[src/rtl/rx_timer_pkg.sv]
// Shared state encoding and byte-size constants for the I2C receive bit timer.
package rx_timer_pkg;

    localparam int BITS_PER_BYTE = 8;
    localparam int CNT_W         = 4;

    typedef enum logic [2:0] {
        IDLE      = 3'd0,
        COUNT     = 3'd1,
        WAIT_FALL = 3'd2,
        ACK_DRIVE = 3'd3,
        ACK_HOLD  = 3'd4
    } state_t;

endpackage

[src/rtl/rx_timer_flex_counter.sv]
// Up-counter with synchronous clear that stops at rollover_val instead of wrapping,
// so the bit count of a byte can never run past a full byte.
module rx_timer_flex_counter #(
    parameter int NUM_CNT_BITS = 4
) (
    input  logic                    clk,
    input  logic                    n_rst,
    input  logic                    clear,
    input  logic                    count_enable,
    input  logic [NUM_CNT_BITS-1:0] rollover_val,
    output logic [NUM_CNT_BITS-1:0] count_out
);

    logic [NUM_CNT_BITS-1:0] count_q;
    logic [NUM_CNT_BITS-1:0] count_d;

    // NOTE: every always_comb output gets a default first so no path leaves it unassigned and infers a latch.
    always_comb begin
        count_d = count_q;
        if (clear) begin
            count_d = '0;
        end else if (count_enable && (count_q != rollover_val)) begin
            count_d = count_q + 1'b1;
        end
    end

    // NOTE: sequential state uses non-blocking assignments so all flops update together at the edge.
    always_ff @(posedge clk or negedge n_rst) begin
        if (!n_rst) begin
            count_q <= '0;
        end else begin
            count_q <= count_d;
        end
    end

    assign count_out = count_q;

endmodule

[src/rtl/rx_timer.sv]
// I2C receive bit timer: counts sampled bits, flags the full byte and sequences the ACK slot.
// Optional macro RX_TIMER_NACK_EN adds nack_req/nack to NACK a byte instead of ACKing it.
module rx_timer
    import rx_timer_pkg::*;
(
    input  logic             clk,
    input  logic             n_rst,
    input  logic             rising_edge,
    input  logic             falling_edge,
    input  logic             start,
    input  logic             stop,
`ifdef RX_TIMER_NACK_EN
    input  logic             nack_req,
    output logic             nack,
`endif
    output logic             shift_strobe,
    output logic             byte_received,
    output logic             ack_prep,
    output logic             ack_done,
    output logic [CNT_W-1:0] bit_count,
    output logic             busy
);

    localparam logic [CNT_W-1:0] FULL_BYTE = CNT_W'(BITS_PER_BYTE);
    localparam logic [CNT_W-1:0] LAST_BIT  = CNT_W'(BITS_PER_BYTE - 1);

    state_t state_q, state_d;
    logic   cnt_clear, cnt_en;
    logic   shift_strobe_d, byte_pend_d, byte_pend_q, byte_received_d;
    logic   ack_prep_d, ack_done_d;
`ifdef RX_TIMER_NACK_EN
    logic   nack_q, nack_d;
`endif

    rx_timer_flex_counter #(
        .NUM_CNT_BITS (CNT_W)
    ) u_flex_counter (
        .clk          (clk),
        .n_rst        (n_rst),
        .clear        (cnt_clear),
        .count_enable (cnt_en),
        .rollover_val (FULL_BYTE),
        .count_out    (bit_count)
    );

    always_comb begin
        state_d        = state_q;
        cnt_clear      = 1'b0;
        cnt_en         = 1'b0;
        shift_strobe_d = 1'b0;
        byte_pend_d    = 1'b0;
        ack_done_d     = 1'b0;
`ifdef RX_TIMER_NACK_EN
        nack_d         = nack_q;
`endif
        // Bus conditions override everything, and swallow any edge in the same cycle.
        if (stop) begin
            state_d   = IDLE;
            cnt_clear = 1'b1;
        end else if (start) begin
            state_d   = COUNT;
            cnt_clear = 1'b1;
        end else begin
            case (state_q)
                IDLE: ;
                COUNT: begin
                    if (rising_edge) begin
                        shift_strobe_d = 1'b1;
                        cnt_en         = 1'b1;
                        if (bit_count == LAST_BIT) begin
                            state_d     = WAIT_FALL;
                            byte_pend_d = 1'b1;
                        end
                    end
                end
                WAIT_FALL: begin
                    if (falling_edge) begin
                        state_d = ACK_DRIVE;
`ifdef RX_TIMER_NACK_EN
                        nack_d  = nack_req;
`endif
                    end
                end
                ACK_DRIVE: begin
                    if (rising_edge) begin
                        state_d = ACK_HOLD;
                    end
                end
                ACK_HOLD: begin
                    if (falling_edge) begin
                        state_d    = COUNT;
                        cnt_clear  = 1'b1;
                        ack_done_d = 1'b1;
                    end
                end
                default: state_d = IDLE;
            endcase
        end

        // byte_received trails the final strobe by one cycle, unless the byte was aborted.
        byte_received_d = byte_pend_q && !(start || stop);
`ifdef RX_TIMER_NACK_EN
        ack_prep_d = ((state_d == ACK_DRIVE) || (state_d == ACK_HOLD)) && !nack_d;
`else
        ack_prep_d = (state_d == ACK_DRIVE) || (state_d == ACK_HOLD);
`endif
    end

    always_ff @(posedge clk or negedge n_rst) begin
        if (!n_rst) begin
            state_q <= IDLE;
        end else begin
            state_q <= state_d;
        end
    end

    always_ff @(posedge clk or negedge n_rst) begin
        if (!n_rst) begin
            shift_strobe  <= 1'b0;
            byte_pend_q   <= 1'b0;
            byte_received <= 1'b0;
            ack_prep      <= 1'b0;
            ack_done      <= 1'b0;
            busy          <= 1'b0;
`ifdef RX_TIMER_NACK_EN
            nack_q        <= 1'b0;
            nack          <= 1'b0;
`endif
        end else begin
            shift_strobe  <= shift_strobe_d;
            byte_pend_q   <= byte_pend_d;
            byte_received <= byte_received_d;
            ack_prep      <= ack_prep_d;
            ack_done      <= ack_done_d;
            busy          <= (state_d != IDLE);
`ifdef RX_TIMER_NACK_EN
            nack_q        <= nack_d;
            nack          <= ack_done_d && nack_q;
`endif
        end
    end

endmodule

[config.mk]
export PLATFORM = sky130hd
export DESIGN_NAME = rx_timer
export DESIGN_NICKNAME = d
export VERILOG_FILES = /design/src/rtl/rx_timer_pkg.sv /design/src/rtl/rx_timer_flex_counter.sv /design/src/rtl/rx_timer.sv
export SDC_FILE = /design/constraint.sdc
export NUM_CORES = 1
export LEC_CHECK = 0
export ABC_AREA = 0
export BUFFER_PORTS_ARGS = -buffer_cell sky130_fd_sc_hd__clkbuf_2
export CAP_MARGIN = 20
export CORE_AREA = 2 2 39 41
export CTS_BUF_LIST = sky130_fd_sc_hd__clkbuf_2 sky130_fd_sc_hd__clkbuf_4 sky130_fd_sc_hd__clkbuf_8
export DETAILED_ROUTE_END_ITERATION = 12
export DIE_AREA = 0 0 41 43
export GPL_TIMING_DRIVEN = 0
export PLACE_DENSITY = 0.73
export SETUP_SLACK_MARGIN = 0.2
export SLEW_MARGIN = 20
export SYNTH_ARGS = -nofsm -noshare
export SYNTH_HDL_FRONTEND = slang
export SYNTH_SLANG_ARGS = --single-unit
[constraint.sdc]
create_clock -name clk -period 1.6 [get_ports clk]
set_input_delay 0.16 -clock clk [delete_from_list [all_inputs] [get_ports clk]]
set_output_delay 0.16 -clock clk [all_outputs]
set_load 0.005 [all_outputs]
Word level (Yosys, flattened, before mapping)
Index checks and enable logic that the tools add are counted.
{"block": "word_totals", "out_inout_bits": 9, "regBits": 13, "word_cells": 50, "inputBits": 6}
{"block": "classes", "n_eq_ne": 8, "reduce_logical": 8, "add_sub_neg": 1, "n_mux": 25}
{"operator": "3-bit two-way mux", "count": 7}
{"operator": "1-bit two-way mux", "count": 15}
{"operator": "3-bit case mux with 5 select lines", "count": 1}
{"operator": "3-bit by 2-bit == test with 1-bit output (second input constant)", "count": 3}
{"operator": "4-bit two-way mux", "count": 2}
{"operator": "3-bit == test (second input constant)", "count": 2}
{"operator": "4-bit by 1-bit adder with 4-bit output (second input constant)", "count": 1}
{"operator": "4-bit by 3-bit == test with 1-bit output (second input constant)", "count": 1}
{"operator": "4-bit != test (second input constant)", "count": 1}
{"operator": "3-bit by 1-bit == test with 1-bit output (second input constant)", "count": 1}
{"operator": "3-bit logical NOT", "count": 1}
{"operator": "3-bit nonzero test", "count": 1}
{"operator": "1-bit logical AND", "count": 2}
{"operator": "1-bit logical OR", "count": 2}
{"operator": "2-bit nonzero test", "count": 1}
{"operator": "1-bit logical NOT", "count": 1}

Longest topological paths before layout
Gate-level depths: netlist of run 1.
{"block": "depth", "depth_word": 8, "ltp_mapped": 6, "depth_no_buf": 6}

Modules after synthesis
Synthesis of run 1 repeated with hierarchy kept, for this count alone.
{"block": "hier_totals", "hier_cells": 63, "area_unflattened_um2": 709.4}
{"module": "rx_timer", "n_inst": 1, "cells_per_inst": 41, "area_per_inst_um2": 459.2, "seq_area_each_um2": 225.2}
{"module": "rx_timer_flex_counter", "n_inst": 1, "cells_per_inst": 22, "area_per_inst_um2": 250.2, "seq_area_each_um2": 100.1}

Worst setup path before layout of run 1
OpenSTA, ideal clock, no wires.
{"block": "synth_path", "kind": "register to register", "start": "register u_flex_counter.count_q[1] (netlist: u_flex_counter.count_out[1])", "end": "register busy", "t_arrival_ns": 1.301, "path_buffers": 0, "path_slack_ns": 0.168, "setup_ns": 0.131, "period_less_slack_ns": 1.432, "path_stages_with_launch": 6, "required_time_ns": 1.469, "cell_sequence": "dfrtp_1 ha_1 nand3b_1 o211ai_1 a21oi_1 or3_1"}
{"block": "synth_between", "elab_chain_len": 7}
{"item": "from (decl)", "line": "rx_timer_flex_counter.sv:14", "rtl": "logic [NUM_CNT_BITS-1:0] count_q;"}
{"item": "from (signal assigned)", "line": "rx_timer_flex_counter.sv:32", "rtl": "count_q <= count_d;"}
{"item": "4-bit by 3-bit == test with 1-bit output", "line": "rx_timer.sv:70", "rtl": "if (bit_count == LAST_BIT) begin"}
{"item": "3-bit two-way mux", "line": "rx_timer.sv:70"}
{"item": "3-bit two-way mux", "line": "rx_timer.sv:67", "rtl": "if (rising_edge) begin"}
{"item": "3-bit case mux with 5 select lines", "line": "rx_timer.sv:64", "rtl": "case (state_q)"}
{"item": "3-bit two-way mux", "line": "rx_timer.sv:60", "rtl": "end else if (start) begin"}
{"item": "3-bit two-way mux", "line": "rx_timer.sv:57", "rtl": "if (stop) begin"}
{"item": "net state_d[0]", "line": "rx_timer.sv:27", "rtl": "state_t state_q, state_d;"}
{"item": "3-bit nonzero test", "line": "rx_timer.sv:135", "rtl": "busy <= (state_d != IDLE);"}
{"item": "to (signal assigned)", "line": "rx_timer.sv:135"}
{"item": "to (decl)", "line": "rx_timer.sv:21", "rtl": "output logic busy"}
The timed path passes the listed nets, and every way through them passes these cells.
A chain may end at the register's enable or synchronous reset.

Worst setup path in the final report of run 1
{"block": "layout_path", "start": "register state_q[1]", "end": "register busy"}
{"block": "layout_between", "word_cells_on_any_way": 14, "cone_classes": "eq/ne: 4; mux: 8; reduce/logical: 2"}
{"item": "from (decl)", "line": "rx_timer.sv:27"}
{"item": "from (signal assigned)", "line": "rx_timer.sv:113", "rtl": "state_q <= state_d;"}
{"item": "3-bit == test, or another cell as far along", "line": "rx_timer.sv:64"}
{"item": "3-bit case mux with 5 select lines *", "line": "rx_timer.sv:64"}
{"item": "3-bit two-way mux *", "line": "rx_timer.sv:60"}
{"item": "3-bit two-way mux *", "line": "rx_timer.sv:57"}
{"item": "net state_d[0]", "line": "rx_timer.sv:27"}
{"item": "3-bit nonzero test *", "line": "rx_timer.sv:135"}
The timed path passes the listed nets; every way through them passes the cells marked *.

==> results of run 1 <==
==> worst register-to-register path, delay by kind of cell (launching register included) <==
family | cells | cell delay (ps)
AOI/OAI and AO/OA | 2 | 400
xor gates and xnor gates | 1 | 160
buffers and inverters | 1 | 130
DFF | 1 | 380
and+or+nand+nor | 1 | 360
==> synthesized netlist by cell type <==
cell	instances	area, um2
dfrtp_1	13	325
nor2_1	7	26.3
nand2_1	4	15.0
nor3_1	4	20.0
inv_1	3	11.3
nand3_1	3	15.0
xor2_1	3	26.3
a31oi_1	2	12.5
ha_1	2	25.0
nand3b_1	2	15.0
a21boi_0	1	7.51
a21o_1	1	7.51
a21oi_1	1	5.00
and2_1	1	6.26
and2b_2	1	8.76
and3_1	1	6.26
buf_6	1	11.3
mux2i_1	1	10.0
nand2b_4	1	13.8
nand4_1	1	6.26
nor2b_1	1	6.26
nor3_2	1	10.0
nor4b_1	1	8.76
nor4b_2	1	15.0
o211ai_1	1	7.51
o21a_1	1	7.51
or3_1	1	6.26
xnor2_1	1	8.76
==> power groups by stage <==
stage / sequential (mW) / clock [mW] / combinational (mW)
global route: 0.337 / 0.242 / 0.0665
CTS: 0.336 / 0.226 / 0.0529
finish: 0.336 / 0.223 / 0.0590
detailed placement: 0.343 / 0 / 0.0454
floorplan: 0.342 / 0 / 0.0203
global placement: 0.343 / 0 / 0.0448
==> cell families after synthesis <==
logic type               after synthesis  synth area share, %
adder cells (fa/ha/maj)                2                 3.88
multiplexers                           1                 1.55
XOR/XNOR                               4                 5.44
buffers and inverters                  4                 3.49
AO/OA/AOI/OAI                          7                 7.38
flip-flops                            13                 50.5
AND/OR/NAND/NOR                       30                 27.8
==> registers in the layout, indices dropped and copies added (netlist names) <==
| signal | cells |
|---|---|
| busy | 1 |
| state_q | 3 |
| ack_done | 1 |
| ack_prep | 1 |
| u_flex_counter.count_out | 4 |
| shift_strobe | 1 |
| byte_received | 1 |
| byte_pend_q | 1 |
==> worst paths after layout <==
kind                             startpoint                          end  slack (ps)  cells after the start
worst max-delay path             state_q[1]                         busy          40                      5
worst min-delay path                   stop                   state_q[0]         130                      2
worst max register to register   state_q[1]                         busy          40                      5
worst min register to register  byte_pend_q                byte_received         460                      1
max in group asynchronous             n_rst                  byte_pend_q        1050                      2
min in group asynchronous             n_rst  u_flex_counter.count_out[1]         300                      2
==> timing repair <==
item / 4_1_cts / 5_1_grt
buffers inserted: 5 / 3
gates resized for setup: 1 / 9
pin swaps: 2 / 7
endpoints found under the setup margin: 1 / 4
hold buffers: 1 / 0
hold endpoints to repair: 13 / 0
==> area by class of cell <==
cell class | count | area share, %
Timing Repair Buffer | 23 | 17.0
Sequential cell | 13 | 37.4
Inverter | 3 | 1.58
Buffer | 1 | 1.29
Multi-Input combinational cell | 44 | 37.1
Clock buffer | 4 | 3.45
Tap cell | 16 | 2.30
==> per-stage QoR <==
step | power (mW) | instance area (um2) | hold slack, ps | setup TNS [ps]
after CTS | 0.615 | 815 | 137 | 0
final | 0.618 | 871 | 129 | 0
after global placement | 0.387 | 734 | 64.0 | 0
after floorplan | 0.362 | 644 | -136 | 0
after global routing | 0.646 | 871 | 148 | -82.5
after detailed placement | 0.388 | 734 | 68.6 | 0
==> per-layer routing <==
metal	GRT usage [%]	vias up	part of all wire [%]
met1	18.0	270	38
met2	31.3	14	55
met4	10.0	0	1.8
met3	6.28	3	4.9
li1	-	267	-
met5	0	-	0
==> results.md, run 1 <==
- Total gr overflow: 0
- Slew HR: 74.0%
- Netlist Area Pre-Place: 644 um2
- Minimum clock period: 1560 ps
- Top-Level Pins: 15
- Final setup fails: 0
- Starting Density: 46.6%
- #FFs+latches synth: 13
- Clock tree root buffer cell: clkbuf_4
- Fin nets: 97
- Cell Pwr Density: 710 mW/mm2
- Die area: 0.00176 mm2
- Tightest Pin Transition: 389 ps
- Initial antenna violation count: 0
- CTS tree: done
- Final core occ: 62.9%
- Worst Path Buf+Inv: 1
- PortBufs: 14
- HP Class: in2reg
- CP required: 1760 ps
- RSZ-0062 raised after global routing: true
- Max VDD drop: 0.000408 V
- Final Cycle Share: 97.3%
- Area growth syn-to-layout: 35.1%
- DIE WIDTH: 41 um
- Via count: 554
- Reg power frac: 54.3%
- DPL Wire Length: 889 um
- CP endpoint kind: flip-flop
- CP cell instances: buf_6 > xor2_1 > a31oi_1 > a21oi_2 > or3_1
- Clk_lat worst skew: 280 ps
- Core region area: 0.00138 mm2
- Vias in the first global route: 542
- Clk sinks: 13
- Yosys warns: 0
- # placed instances: 91
- Max-cap violations: 0
- Routed Wire Length: 1360 um
- Crit-path max FO: 8
- Clock power frac: 36.1%
- Clock buffer depth: 2
- Finished Layout Cells: 104
- First-pass GRT wire length: 2080 um
- Critical Path AT: 1710 ps
- Mapped Nets: 69
- Row count: 14
- Clock Pin Slew Worst Setup and Hold Paths: 80 ps
- Via density: 5.33
- CP Launch Type: flip-flop
- Fin. Hold Viols: 0
- Die Y: 43 um
- GRT Overall Usage: 18.4%
- Pre-CTS setup slack: 55.1 ps
- Pint: 0.471 mW
- Final RePlAce weighted congestion: 0.754
- Slowest CP cell: dfrtp_1
- DRC viols: 0
- Fin. max-slew vios: 0
- Drt first-iter violations: 9
- WS Path Type: reg2reg
- Router iterations before antenna repair: 4
- Final WS setup: 43.0 ps
- Commonest cells after routing, fill and taps aside: clkbuf_2 (14), dfrtp_1 (13), nor2_1 (7)
- LEAKAGE: 0.432 nW
- Most common cell after layout, fill and taps aside: clkbuf_2
- Largest net degree at the start of global routing: 14
- CP peak stage delay: 380 ps
- Fill count: 137
- Cells after synthesis: 61
- Net Switching: 0.147 mW
- Sw Ratio: 23.7%
- Total CTS buffers: 3
- Top delay family on crit path: compound AO/OA/AOI/OAI gates
- Mean routed wirelength per cell: 13.1 um
- Mean Syn Cell Area: 10.6 um2
- Register area share after synthesis: 50.5%
- Status: finished clean
- Cell variety after synth: 28
- Fmax: 0.642 GHz
- Ratio of cells with drive above 1 in the final layout: 42.0%
- Seq. cell area: 325 um2
- H-tree lvl count: 1
- Clk_skew: 5.75 ps
- Remaining antenna violation count: 0
- Combinational Power Share: 9.5%
- Multi-input gate area: 323 um2
- ANT cells: 0
Note: power is estimated with default switching activity, not from simulation.
==> run 2, diff against run 1 <==
--- a/config.mk
+++ b/config.mk
@@ -8,12 +8,12 @@
 export ABC_AREA = 0
 export BUFFER_PORTS_ARGS = -buffer_cell sky130_fd_sc_hd__clkbuf_2
 export CAP_MARGIN = 20
-export CORE_AREA = 2 2 39 41
+export CORE_MARGIN = 2
+export CORE_UTILIZATION = 48
 export CTS_BUF_LIST = sky130_fd_sc_hd__clkbuf_2 sky130_fd_sc_hd__clkbuf_4 sky130_fd_sc_hd__clkbuf_8
 export DETAILED_ROUTE_END_ITERATION = 12
-export DIE_AREA = 0 0 41 43
 export GPL_TIMING_DRIVEN = 0
-export PLACE_DENSITY = 0.73
+export PLACE_DENSITY = 0.75
 export SETUP_SLACK_MARGIN = 0.2
 export SLEW_MARGIN = 20
 export SYNTH_ARGS = -nofsm -noshare
==> constraint.sdc (replaced) <==
create_clock -name clk -period 1.3 [get_ports clk]
set_input_delay 0.13 -clock clk [delete_from_list [all_inputs] [get_ports clk]]
set_output_delay 0.13 -clock clk [all_outputs]
set_load 0.005 [all_outputs]
==> results.md, run 2 (synthesized netlist as in run 1, its figures left out) <==
- Reg power frac: 54.5%
- R2R Setup Slk: -320 ps
- Minimum clock period: 1620 ps
- DP Area: 733 um2
- Vias in the first global route: 586
- Clock tree root buffer cell: clkbuf_4
- Area growth syn-to-layout: 43.3%
- CP Launch Type: flip-flop
- Clock buffer depth: 2
- First-pass GRT wire length: 2420 um
- Max-cap violations: 0
- Final core occ: 71.9%
- Max reg flops: 4
- Max VDD drop: 0.000415 V
- Ratio of cells with drive above 1 in the final layout: 48.4%
- Hold depth: 3
- Routed Wire Length: 1710 um
- Slew HR: 78.7%
- Sw Ratio: 24.1%
- # placed instances: 90
- DRC viols: 0
- Total CTS buffers: 3
- Drt first-iter violations: 9
- Combinational Power Share: 9.4%
- Clock Pin Slew Worst Setup and Hold Paths: 80 ps
- PortBufs: 14
- DIE WIDTH: 40.6 um
- Final setup fails: 7
- ANT cells: 0
- Commonest cells after routing, fill and taps aside: clkbuf_2 (14), dfrtp_1 (13), buf_6 (7), nor2_1 (7), buf_4 (5)
- DPL Wire Length: 919 um
- Final Cycle Share: 124%
- Core region area: 0.00128 mm2
- Largest net degree at the start of global routing: 14
- FF-to-FF path depth: 6
- Hold endpoint: ack_done
- RR Endpoint: busy
- Most common cell after layout, fill and taps aside: clkbuf_2
- Fin Setup TNS: -1110 ps
- Critical Path AT: 1770 ps
- Fin nets: 100
- Via count: 588
- CP required: 1450 ps
- CTS tree: done
- Row count: 13
- HP Class: in2reg
- Final WS setup: -315 ps
- CP endpoint kind: flip-flop
- LEAKAGE: 0.456 nW
- Starting Density: 50.1%
- Final RePlAce weighted congestion: 0.786
- WS Path Type: reg2reg
- Mean routed wirelength per cell: 16.1 um
- Fin. max-slew vios: 0
- Failing checks: negative setup slack
- Minimum hold slack: 155 ps
- Total gr overflow: 0
- Router iterations before antenna repair: 4
- Tightest Pin Transition: 320 ps
- Fmax: 0.619 GHz
- GRT Overall Usage: 23.3%
- Cell Pwr Density: 824 mW/mm2
- Clk sinks: 13
- Via density: 5.55
- Status: finished with violations
- Net Switching: 0.184 mW
- Min-delay src: falling_edge
- H-tree lvl count: 1
- Remaining antenna violation count: 0
- Worst reg2reg startpoint: u_flex_counter.count_out[0]
- Fin. Hold Viols: 0
- Die Y: 40.6 um
- Pint: 0.577 mW
- Clk_skew: 6.11 ps
- Final Instance Area: 923 um2
- Initial antenna violation count: 0
- Clk_lat worst skew: 280 ps
- RSZ-0062 raised after global routing: true
- Top-Level Pins: 15
- Crit-path max FO: 3
- Die area: 0.00165 mm2
- Finished Layout Cells: 106
- Clock power frac: 36.1%
[run 2: changes by cell type in the layout (fill, tap and decap cells not counted), sizes merged]
cell | before | now
buf | 9 | 12
[run 2: power by group through the flow]
stage | sequential, mW | clock (mW) | combinational [mW]
floorplan | 0.421 | 0 | 0.0250
global placement | 0.421 | 0 | 0.0556
global route | 0.415 | 0.305 | 0.0791
detailed placement | 0.421 | 0 | 0.0560
finish | 0.415 | 0.274 | 0.0715
CTS | 0.413 | 0.281 | 0.0661
[run 2: routing by layer]
| metal | vias to the layer above | track usage [%] | wire, um | part of all wire [%] |
|---|---|---|---|---|
| li1 | 271 | - | - | - |
| met1 | 283 | 25.8 | 703 | 41 |
| met2 | 26 | 38.9 | 886 | 52 |
| met3 | 8 | 5.98 | 76 | 4.4 |
| met4 | 0 | 15.8 | 43 | 2.5 |
| met5 | - | 0 | 0 | 0 |
[run 2: cell type report]
type / count / area, um2
Buffer: 1 / 11.3
Clock buffer: 4 / 30.0
Fill cell: 90 / 362
Inverter: 3 / 11.3
Multi-Input combinational cell: 44 / 342
Sequential cell: 13 / 325
Tap cell: 15 / 18.8
Timing Repair Buffer: 26 / 185
[run 2: worst max-delay path, cell delays in order (launching register included)]
cell      delay, ps
dfrtp_1         400
ha_2            190
nand3b_1        160
buf_4           150
nor3_2           30
o21a_1          190
or3_1           370
[run 2: worst max-delay path by stage]
stage / start / to / cells past startpoint
after floorplan: u_flex_counter.count_out[0] / busy / 5
after global placement: u_flex_counter.count_out[1] / busy / 5
after detailed placement: u_flex_counter.count_out[1] / busy / 5
after CTS: u_flex_counter.count_out[0] / busy / 5
after global routing: u_flex_counter.count_out[0] / busy / 6
final: u_flex_counter.count_out[0] / busy / 6
[run 2: what timing repair did]
action / 4_1_cts / 5_1_grt
pin swaps: 6 / 7
resized for setup: 8 / 9
buffers inserted: 8 / 3
hold buffers: 1 / 0
endpoints found under the hold margin: 13 / 0
endpoints found under the setup margin: 9 / 12
[run 2: stage by stage]
stage	power [mW]	worst slack, ps
6_report	0.761	-315
5_1_grt	0.799	-355
4_1_cts	0.761	-194
3_5_place_dp	0.477	-251
3_3_place_gp	0.477	-243
2_1_floorplan	0.446	-128
==> run 3, diff against run 2 <==
--- a/config.mk
+++ b/config.mk
@@ -6,14 +6,14 @@
 export NUM_CORES = 1
 export LEC_CHECK = 0
 export ABC_AREA = 0
-export BUFFER_PORTS_ARGS = -buffer_cell sky130_fd_sc_hd__clkbuf_2
 export CAP_MARGIN = 20
-export CORE_MARGIN = 2
-export CORE_UTILIZATION = 48
+export CORE_AREA = 2 2 39 41
 export CTS_BUF_LIST = sky130_fd_sc_hd__clkbuf_2 sky130_fd_sc_hd__clkbuf_4 sky130_fd_sc_hd__clkbuf_8
 export DETAILED_ROUTE_END_ITERATION = 12
+export DIE_AREA = 0 0 41 43
+export DONT_BUFFER_PORTS = 1
 export GPL_TIMING_DRIVEN = 0
-export PLACE_DENSITY = 0.75
+export PLACE_DENSITY = 0.66
 export SETUP_SLACK_MARGIN = 0.2
 export SLEW_MARGIN = 20
 export SYNTH_ARGS = -nofsm -noshare
==> results.md, run 3 (synthesized netlist as in run 1, its figures left out) <==
- Minimum clock period: 1620 ps
- Cell Pwr Density: 904 mW/mm2
- Max reg flops: 4
- Area growth syn-to-layout: 28.5%
- Commonest cells after routing, fill and taps aside: dfrtp_1 (10), nor2_1 (7), buf_4 (5)
- Clk_skew: 0.484 ps
- Total power: 0.748 mW
- CP endpoint kind: flip-flop
- GRT Overall Usage: 17.2%
- Fill count: 123
- WS Path Type: reg2reg
- Largest net degree at the start of global routing: 14
- Row count: 14
- Die Y: 43 um
- Clock Pin Slew Worst Setup and Hold Paths: 80 ps
- Fin. max-slew vios: 0
- Ratio of cells with drive above 1 in the final layout: 32.4%
- H-tree lvl count: 1
- Fin nets: 83
- Status: finished with violations
- Router iterations before antenna repair: 4
- DIE WIDTH: 41 um
- Max VDD drop: 0.000421 V
- Clk sinks: 13
- RSZ-0062 raised after global routing: true
- Initial antenna violation count: 0
- R2R Setup Slk: -320 ps
- Failing checks: negative setup slack
- Final core occ: 59.9%
- Clk_lat worst skew: 270 ps
- Clock tree root buffer cell: clkbuf_4
- Critical Path AT: 1770 ps
- # hold bufs at CTS: 4
- Final WS setup: -319 ps
- CP Launch Type: flip-flop
- HP Class: in2reg
- DPL Wire Length: 877 um
- Crit. Startpoint: u_flex_counter.count_out[1]
- First-pass GRT wire length: 2040 um
- Most common cell after layout, fill and taps aside: dfrtp_1
- Clock buffer depth: 2
- CTS tree: done
- Mean routed wirelength per cell: 15.7 um
- Final setup fails: 4
- Drt first-iter violations: 7
- Final RePlAce weighted congestion: 0.765
- Crit-path max FO: 5
- Max-cap violations: 0
- Remaining antenna violation count: 0
- Starting Density: 46.6%
- Top-Level Pins: 15
- Slew HR: 61.1%
- Via density: 5.93
- Die area: 0.00176 mm2
- Total gr overflow: 0
- Via count: 534
- Tightest Pin Transition: 582 ps
- Min-delay src: rising_edge
- Routed Wire Length: 1410 um
- LEAKAGE: 0.361 nW
- Core region area: 0.00138 mm2
- Total CTS buffers: 3
- ANT cells: 0
- Vias in the first global route: 475
- PortBufs: 0
- Fmax: 0.618 GHz
- Final Cycle Share: 125%
- DRC viols: 0
- Fin. Hold Viols: 0
- Worst reg2reg startpoint: u_flex_counter.count_out[1]
- CP required: 1450 ps
## run 3: cell types whose count changed in the layout (fill, tap and decap cells not counted), sizes merged
cell         change
buf              -6
clkbuf          -14
dlygate4sd3      +3
## run 3: critical path, stage by stage (launching register included)
cell      delay [ps]
dfrtp_2          430
ha_4             150
nand3b_1         110
o211ai_1         300
a21oi_1          130
or3_1            370
## run 3: cell type report
type                       count  area (um2)  area share, %
multi-input combinational     44         349           42.1
tap                           16        20.0           2.42
timing repair buffer           9        77.6           9.37
sequential                    13         329           39.7
buffer                         1        11.3           1.36
clock buffer                   4        30.0           3.63
inverter                       3        11.3           1.36
## run 3: final timing paths
| check | to | depth (start not counted) |
|---|---|---|
| min | shift_strobe | 2 |
| min in group asynchronous | byte_pend_q | 1 |
| min reg2reg | byte_received | 1 |
| max | busy | 5 |
| max in group asynchronous | u_flex_counter.count_out[1] | 1 |
| max reg2reg | busy | 5 |
## run 3: repair_timing
item,in CTS,in global routing
gates resized for setup,6,7
pin swaps,3,4
endpoints found under the hold margin,18,2
setup buffers,2,3
setup endpoints to repair,9,10
## run 3: where the power goes
part | switching [mW] | internal (mW) | leakage [nW] | total [mW]
logic | 0.0332 | 0.0290 | 0.169 | 0.0623
clock network | 0.131 | 0.140 | 0.0184 | 0.271
registers | 0.00592 | 0.409 | 0.174 | 0.415
total | 0.170 | 0.578 | 0.361 | 0.748
## run 3: per-stage QoR
step	instance area, um2	std cells	setup slack [ps]	hold WS [ps]	TNS [ps]
floorplan	644	61	-128	-166	-128
global placement	664	77	-271	-165	-333
detailed placement	664	77	-291	-165	-355
CTS	773	87	-308	-14.1	-490
global route	828	90	-359	-4.16	-935
finish	828	90	-319	0.488	-645
## run 3: routing by layer
| layer | vias up | wire (um) | part of all wire (%) | track usage [%] |
|---|---|---|---|---|
| met3 | 6 | 128 | 9.1 | 4.71 |
| met4 | 0 | 16 | 1.1 | 8.00 |
| met2 | 31 | 734 | 52 | 25.0 |
| met1 | 259 | 535 | 38 | 23.0 |
| met5 | - | 0 | 0 | 0 |
| li1 | 238 | - | - | - |
